File: src/rtl/l1_dcache_ctrl.sv
// l1_dcache_ctrl: direct-mapped, write-back, write-allocate L1 data cache.
// Hits on the CPU side are answered combinationally in IDLE. Misses evict a
// dirty victim first (WRITEBACK), then fetch the requested line (ALLOCATE).
// After the fill, the held request hits on the following cycle.
module l1_dcache_ctrl #(
  parameter int SET_BITS = 3
) (
  input  logic         clk,
  input  logic         reset,
  input  logic [15:0]  mem_address,
  input  logic         mem_read,
  input  logic         mem_write,
  input  logic [1:0]   mem_byte_enable,
  input  logic [15:0]  mem_wdata,
  output logic [15:0]  mem_rdata,
  output logic         mem_resp,
  output logic [15:0]  pmem_address,
  output logic         pmem_read,
  output logic         pmem_write,
  output logic [127:0] pmem_wdata,
  input  logic [127:0] pmem_rdata,
  input  logic         pmem_resp
);

  localparam int TAG_W    = 12 - SET_BITS;
  localparam int NUM_SETS = 1 << SET_BITS;

  localparam logic [1:0] IDLE      = 2'd0;
  localparam logic [1:0] WRITEBACK = 2'd1;
  localparam logic [1:0] ALLOCATE  = 2'd2;

  logic [1:0]          state;
  logic [127:0]        data_array [NUM_SETS];
  logic [TAG_W-1:0]    tag_array  [NUM_SETS];
  logic [NUM_SETS-1:0] valid;
  logic [NUM_SETS-1:0] dirty;

  logic [TAG_W-1:0]    req_tag;
  logic [SET_BITS-1:0] idx;
  logic [2:0]          word_sel;
  logic [127:0]        cur_line;
  logic [15:0]         cur_word;
  logic                request;
  logic                hit;
  logic                addr_lsb_unused;

  // Split the CPU address into tag / index / word select and look up the set.
  always_comb begin
    req_tag         = mem_address[15:4+SET_BITS];
    idx             = mem_address[3+SET_BITS:4];
    word_sel        = mem_address[3:1];
    addr_lsb_unused = mem_address[0];
    cur_line        = data_array[idx];
    cur_word        = cur_line[{word_sel, 4'h0} +: 16];
    request         = mem_read | mem_write;
    hit             = valid[idx] && (tag_array[idx] == req_tag);
  end

  // Drive CPU and memory outputs purely from state so they drop the instant reset hits.
  always_comb begin
    mem_resp     = 1'b0;
    mem_rdata    = 16'h0000;
    pmem_read    = 1'b0;
    pmem_write   = 1'b0;
    pmem_address = 16'h0000;
    pmem_wdata   = 128'h0;
    case (state)
      IDLE: begin
        if (request && hit) begin
          mem_resp  = 1'b1;
          mem_rdata = cur_word;
        end
      end
      WRITEBACK: begin
        pmem_write   = 1'b1;
        pmem_address = {tag_array[idx], idx, 4'h0};
        pmem_wdata   = cur_line;
      end
      ALLOCATE: begin
        pmem_read    = 1'b1;
        pmem_address = {req_tag, idx, 4'h0};
      end
      default: begin
        mem_resp = 1'b0;
      end
    endcase
  end

  // Controller state plus per-line valid/dirty bookkeeping.
  always_ff @(posedge clk or posedge reset) begin
    if (reset) begin
      state <= IDLE;
      valid <= '0;
      dirty <= '0;
    end else begin
      case (state)
        IDLE: begin
          if (request) begin
            if (hit) begin
              if (mem_write) begin
                dirty[idx] <= 1'b1;
              end
            end else if (valid[idx] && dirty[idx]) begin
              state <= WRITEBACK;
            end else begin
              state <= ALLOCATE;
            end
          end
        end
        WRITEBACK: begin
          if (pmem_resp) begin
            dirty[idx] <= 1'b0;
            state      <= ALLOCATE;
          end
        end
        ALLOCATE: begin
          if (pmem_resp) begin
            valid[idx] <= 1'b1;
            dirty[idx] <= 1'b0;
            state      <= IDLE;
          end
        end
        default: begin
          state <= IDLE;
        end
      endcase
    end
  end

  // Line data and tags: filled from memory on ALLOCATE completion, byte-merged on write hits.
  always_ff @(posedge clk) begin
    if (state == ALLOCATE && pmem_resp) begin
      data_array[idx] <= pmem_rdata;
      tag_array[idx]  <= req_tag;
    end else if (state == IDLE && request && hit && mem_write) begin
      if (mem_byte_enable[0]) begin
        data_array[idx][{word_sel, 4'h0} +: 8] <= mem_wdata[7:0];
      end
      if (mem_byte_enable[1]) begin
        data_array[idx][{word_sel, 4'h8} +: 8] <= mem_wdata[15:8];
      end
    end
  end

endmodule

File: config.mk
export PLATFORM = sky130hd
export DESIGN_NAME = l1_dcache_ctrl
export DESIGN_NICKNAME = d
export VERILOG_FILES = /design/src/rtl/l1_dcache_ctrl.sv
export SDC_FILE = /design/constraint.sdc
export NUM_CORES = 1
export LEC_CHECK = 0
export BUFFER_PORTS_ARGS = -buffer_cell sky130_fd_sc_hd__clkbuf_2
export CAP_MARGIN = 20
export CORE_ASPECT_RATIO = 0.7
export CORE_MARGIN = 2
export CORE_UTILIZATION = 30
export DETAILED_ROUTE_END_ITERATION = 8
export SLEW_MARGIN = 20
export SYNTH_ARGS = -nofsm -noshare
export SYNTH_HDL_FRONTEND = slang
export SYNTH_SLANG_ARGS = --single-unit
File: constraint.sdc
create_clock -name clk -period 7.2 [get_ports clk]
set_input_delay 0.72 -clock clk [delete_from_list [all_inputs] [get_ports clk]]
set_output_delay 0.72 -clock clk [all_outputs]
set_load 0.1 [all_outputs]
==> flow_summary.yaml, run 1 <==
yosys:
  yosys.area_share.simple_pct: 6.04
  synth-edff-count: 1096
  synth_top_area_share_pct: 73.0
  yosys.area_share.xor_xnor_pct: 0.153
  syn-cell-area_sq_um: 45100
  yosysUniqueCellTypes: 65
  synth-async-reset-ratio_pct: 1.62
  synth-compound-area-share_pct: 11.2
  synth_seq_cells: 1114
  synth.yosys.seq_area_share_pct: 74.0
  postSynthCellCount: 2760
  synthAdderAreaFrac_pct: 0.250
  synth_area_leaders: "edfxtp_1 (73%), a22oi_1 (8.3%), mux2_2 (2.8%), mux4_2 (1.9%), a21oi_1 (1.5%)"
  synth_top_family_by_area: "compound AO/OA/AOI/OAI gates"
  yosysTopAreaCell: "edfxtp_1"
  syn_avg_cell_area_sq_um: 16.3
  ys_warn_count: 0
  synth_flop_cell: "edfxtp_1"
  synthMuxAreaShare_pct: 6.00
global_route:
  grt_pass1_wl_um: 213000
  grt_pass1_vias: 26472
  grt_usage_pct: 19.7
  grt_max_degree: 110
  globalRoute.totalOverflow: 0
  antenna_found_initial: 19
clock_network:
  cts.clk_slew.worst_paths_ns: 0.07
  cts.path.max_buffers: 3
  clock-root-buffer: "clkbuf_16"
  cts_setup_buffers: 0
  cts_tree: "done"
  cts_hold_buf: 0
  ctsResizeCount: 0
  clk_latency_ns: 0.74
  htree_levels: 3
  numClockSinks: 1114
  cts_made_buffers: 100
timing:
  skew_ns: 0.0705
  tightest_slew_ns: 1.19
  hold_viol: 0
  slew_headroom_pct: 20.5
  rsz0062_at_grt: "no"
  period_minus_slack_ns: 6.25
  worst_hold_slack_ns: 0.178
  fmax_mhz: 160
  tns_ns: 0
  setup-violations-final: 0
  min_period_over_period_pct: 86.9
  finalMaxSlewViolations: 0
cells_and_area:
  area_growth_syn_to_layout_pct: 16.6
  drive_above_1_share_pct: 24.7
  stdcell_area_sq_um: 52500
  final_util_pct: 35.4
  instances_no_fill: 5130
  fin_nets: 3231
floorplan:
  core_region_area_sq_um: 149000
  die_x_um: 467
  die-area_sq_um: 153000
  fp.dieH_um: 328
  rows: 118
  start_util_pct: 30.3
  io_pins: 330
place:
  place_hpwl_um: 101000
  io_buffers: 324
  placed_area_sq_um: 49000
  dp.cells: 4928
  place_congestion: 0.858
critical_path:
  cp-end-kind: "output pin"
  cp_max_fo: 37
  slowest_stage: "or4_1"
  critPathKind: "input port to output pin"
  critPathBufInv: 3
  arrival_ns: 5.53
  crit_family: "buffers and inverters"
  cpMostUsedCell: "clkbuf_2"
  crit_chain: "clkbuf_2 -> buf_4 -> nor3b_2 -> a22oi_1 -> nand4_1 -> xnor2_1 -> nand3_1 -> or4_1 -> a211oi_1 -> clkbuf_2"
  slowest_delay_ns: 0.94
  start_kind: "input port"
  crit_required_ns: 6.48
power:
  ir_drop_mv: 0.258
  p_per_area_nw_per_um2: 304
  total_leakage_power_nw: 17.0
run:
  maxCapViolCount: 0
hold_path:
  min_path_type: "input port to asynchronous set/reset pin"
detailed_routing:
  viasPerCell: 5.57
  routed_wl_um: 156000
  drtIter0Drc: 3542
  ant_nets: 0
  drc: 0
  routed_wire_length_per_instance_um: 30.4
  num_vias: 28598
  firstDrtPassIters: 6
status:
  status: "finished, final reports clean"
## logic make-up (layout without fill, tap and decap cells)
logic type	count (synthesis)	count (layout)
mux	203	203
flops	1114	1114
buf+inv	258	634
simple gates	455	455
fa+ha+maj	9	9
compound gates	713	713
other cells	1	15
xor+xnor	7	7
## worst reg2reg max path: cells and delay by family, from the launching register on
| kind | cells | cell delay [ns] |
|---|---|---|
| AOI/OAI and AO/OA | 2 | 1.70 |
| adders and majority gates | 1 | 0.44 |
| buffers and inverters | 1 | 0.09 |
| DFF | 1 | 0.39 |
| and+or+nand+nor | 3 | 2.20 |
## path summary, 6_finish.rpt
path | start | end | slack [ns] | cells past startpoint
max | mem_address[4] | mem_rdata[9] | 0.95 | 10
min | reset | asynchronous set/reset pin | 0.18 | 2
max reg2reg | state[0]$_DFFE_PP0P_ | data_array[5][67]$_DFFE_PP_ | 1.98 | 7
min reg2reg | valid[7]$_DFFE_PP0P_ | valid[7]$_DFFE_PP0P_ | 0.47 | 1
max in group asynchronous | reset | valid[3]$_DFFE_PP0P_ | 6.49 | 2
min in group clk | mem_address[12] | tag_array[1][5]$_DFFE_PP_ | 0.39 | 1
## placed cells by master (no fill, tap or decap), types with 5 or more instances in the layout
cell type / instances
o21ai_0: 17
nand3_1: 9
and4_1: 67
a22oi_1: 499
edfxtp_1: 1096
clkinv_2: 20
mux2_2: 111
mux2_1: 5
nand2_1: 43
a31oi_1: 8
buf_12: 8
and3_1: 27
or3_1: 5
ha_1: 8
nor2b_1: 13
and2_1: 72
a21oi_2: 21
diode_2: 11
bufinv_16: 13
dfrtp_1: 18
a221oi_1: 13
inv_1: 38
clkbuf_2: 325
mux4_2: 39
clkbuf_1: 14
nand4_1: 61
a22o_1: 6
clkbuf_16: 101
clkinv_1: 21
or2_2: 9
a21oi_1: 111
buf_4: 73
nor2_1: 109
nor3_1: 7
mux2i_1: 44
a211oi_1: 16
clkinvlp_4: 6
## per-layer routing
metal	vias up	share of wire [%]	GRT usage, %
li1	11819	-	-
met3	215	9.9	4.59
met5	-	0.021	0
met2	1668	46	30.0
met1	14890	40	27.5
met4	6	3.6	7.12
## per-stage QoR
step           setup slack [ns]  power, mW
6_report                  0.946       16.0
3_5_place_dp              0.949       10.5
4_1_cts                    1.24       16.0
2_1_floorplan              1.34       9.60
3_3_place_gp               1.08       10.5
5_1_grt                   0.980       16.3
## cell usage after synthesis (all sizes together), types with 9 or more instances
master / count
nor2b: 13
and4: 68
and2: 72
edfxtp: 1096
and3: 28
or2: 9
a211oi: 16
a21oi: 132
ha: 9
o21ai: 18
nand2: 44
inv: 40
nor2: 111
nand4: 67
mux2i: 45
mux4: 40
a221oi: 13
a22oi: 499
dfrtp: 18
nor3: 9
nand3: 12
mux2: 118
clkbuf: 156
buf: 61
## sequential cells by signal (all words and copies together), names as in the netlist, named ones only
signal / flops
data_array: 1024
valid: 8
tag_array: 72
state: 2
## cell type report
type	instances	area (sq um)
Fill cell	14181	96000
Timing Repair Buffer	407	2340
Clock buffer	115	2580
Sequential cell	1114	33400
Multi-Input combinational cell	1391	10800
Antenna cell	11	27.5
Tap cell	1980	2480
Clock inverter	71	790
Inverter	41	155
## power by group
group / internal (mW) / switching (mW) / leakage (nW)
Clock: 3.07 / 2.52 / 1.63
Combinational: 0.521 / 2.47 / 5.29
Sequential: 7.34 / 0.0492 / 10.1
Total: 10.9 / 5.04 / 17.0
Power figures use the tool's default switching activity.
==> inputs of run 2 (changes only) <==
--- a/config.mk
+++ b/config.mk
@@ -7,10 +7,13 @@
 export LEC_CHECK = 0
 export BUFFER_PORTS_ARGS = -buffer_cell sky130_fd_sc_hd__clkbuf_2
 export CAP_MARGIN = 20
+export CELL_PAD_IN_SITES_DETAIL_PLACEMENT = 1
+export CELL_PAD_IN_SITES_GLOBAL_PLACEMENT = 1
 export CORE_ASPECT_RATIO = 0.7
 export CORE_MARGIN = 2
 export CORE_UTILIZATION = 30
 export DETAILED_ROUTE_END_ITERATION = 8
+export PLACE_DENSITY_LB_ADDON = 0.1
 export SLEW_MARGIN = 20
 export SYNTH_ARGS = -nofsm -noshare
 export SYNTH_HDL_FRONTEND = slang
==> flow_summary.yaml, run 2 (synthesis results as in run 1) <==
power:
  switching_share_pct: 31.8
  power_frac_clock_pct: 34.8
  total_leakage_power_nw: 17.5
  p_per_area_nw_per_um2: 301
  seq_power_share_pct: 46.1
  power.internal_mw: 10.9
  ir_drop_mv: 0.185
  p_comb_share_pct: 19.1
  p_switching_mw: 5.09
  p_total_mw: 16.0
run:
  maxCapViolCount: 0
critical_path:
  crit_family: "simple AND/OR/NAND/NOR gates"
  cp_max_fo: 40
  critPathBufInv: 4
  slowest_stage: "or4_1"
  cp.depth: 11
  crit_chain: "buf_2 -> and3_4 -> a22oi_1 -> nand4_1 -> xnor2_1 -> nand3_1 -> or4_1 -> buf_4 -> a211oi_1 -> buf_4 -> clkbuf_2"
  critPathKind: "input port to output pin"
  cp-end-kind: "output pin"
  start_kind: "input port"
  cpMostUsedCell: "buf_4"
  rr_worst_depth: 8
  crit_required_ns: 6.48
  slowest_delay_ns: 0.88
  arrival_ns: 5.33
clock_network:
  ctsResizeCount: 0
  cts_tree: "done"
  cts_made_buffers: 112
  numClockSinks: 1114
  cts.path.max_buffers: 3
  cts_hold_buf: 0
  cts.clk_slew.worst_paths_ns: 0.06
  clock-root-buffer: "clkbuf_16"
  htree_levels: 3
  clk_latency_ns: 0.75
  cts_setup_buffers: 0
detailed_routing:
  ant_nets: 0
  firstDrtPassIters: 5
  routed_wl_um: 173000
  drc: 0
  wl_met2_um: 82000
  routed_wire_length_per_instance_um: 33.0
  drtIter0Drc: 2626
  num_vias: 28128
  viasPerCell: 5.38
  maxUsedRoutingLayer: "met5"
  wl_met1_um: 76800
  wl_met3_um: 9260
cells_and_area:
  layout_commonest_cell: "edfxtp_1"
  reg_top3: "data_array (1024), tag_array (72), valid (8)"
  fillCellCount: 15111
  largest_reg_flops: 1024
  drive_above_1_share_pct: 26.3
  area_growth_syn_to_layout_pct: 18.0
  instances_no_fill: 5227
  mostFrequentLayoutCells: "edfxtp_1 (1096), a22oi_1 (499), clkbuf_2 (322)"
  top_register: "data_array"
  fin_nets: 3333
timing:
  setup-violations-final: 0
  tns_ns: 0
  skew_ns: 0.0392
  rsz0062_at_grt: "no"
  min_period_over_period_pct: 84.1
  period_minus_slack_ns: 6.05
  hold_viol: 0
  fmax_mhz: 165
  tightest_slew_ns: 1.26
  slew_headroom_pct: 15.9
  finalMaxSlewViolations: 0
floorplan:
  die-area_sq_um: 153000
  rows: 118
  fp.dieH_um: 328
  core_region_area_sq_um: 149000
  die_x_um: 467
  start_util_pct: 30.3
  io_pins: 330
place:
  dp.cells: 5023
  io_buffers: 324
  place_hpwl_um: 111000
  place_congestion: 0.805
status:
  status: "finished, final reports clean"
global_route:
  globalRoute.totalOverflow: 0
  grt_max_degree: 124
  grt_pass1_vias: 29144
  grt_pass1_wl_um: 238000
  grt_usage_pct: 22.3
  antenna_found_initial: 20
hold_path:
  min_path_type: "input port to asynchronous set/reset pin"
[run 2: path summary, 6_finish.rpt]
path	from	end	slack, ns
worst max register to register	state[0]$_DFFE_PP0P_	data_array[6][53]$_DFFE_PP_	2.83
worst min register to register	valid[6]$_DFFE_PP0P_	valid[6]$_DFFE_PP0P_	0.47
worst min-delay path	reset	asynchronous set/reset pin	0.18
worst max-delay path	mem_address[6]	mem_rdata[10]	1.15
max in group asynchronous	reset	state[0]$_DFFE_PP0P_	6.51
min in group clk	mem_address[11]	tag_array[2][4]$_DFFE_PP_	0.34
[run 2: metal layers]
metal / global-route usage, % / vias up
li1: - / 12015
met1: 30.9 / 14958
met5: 0 / -
met2: 36.2 / 929
met3: 3.91 / 222
met4: 5.48 / 4
[run 2: worst register-to-register path, delay by kind of cell, from the launching register on]
kind,cells,cell delay [ns]
buf+inv,2,0.38
compound gates,1,0.75
simple gates,4,2.13
fa+ha+maj,1,0.45
flops,1,0.37
[run 2: power by group through the flow]
stage / combinational (mW) / sequential (mW) / clock, mW
floorplan: 2.09 / 7.51 / 0
global placement: 3.05 / 7.51 / 0
detailed placement: 3.08 / 7.52 / 0
CTS: 3.09 / 7.39 / 5.68
global route: 3.18 / 7.40 / 5.92
finish: 3.05 / 7.39 / 5.57
[run 2: cell type report]
| cell class | instances | area [sq um] | area share, % |
|---|---|---|---|
| repair buffers | 497 | 3020 | 5.68 |
| diodes | 2 | 5.00 | 0.00941 |
| well taps | 1980 | 2480 | 4.66 |
| clock inverters | 65 | 500 | 0.941 |
| flip-flops and latches | 1114 | 33400 | 62.7 |
| clock buffers | 137 | 2900 | 5.45 |
| multi-input cells | 1391 | 10800 | 20.2 |
| inverters | 41 | 154 | 0.289 |
[run 2: metrics by stage]
stage / setup WS (ns) / utilization (%) / hold slack [ns] / cell area, sq um
floorplan: 1.34 / - / 0.434 / 45100
global placement: 1.13 / 33.5 / 0.447 / 49700
detailed placement: 1.07 / 33.5 / 0.452 / 49800
CTS: 1.04 / 35.8 / 0.143 / 53200
global route: 0.981 / 35.8 / 0.201 / 53200
finish: 1.15 / 35.8 / 0.175 / 53200
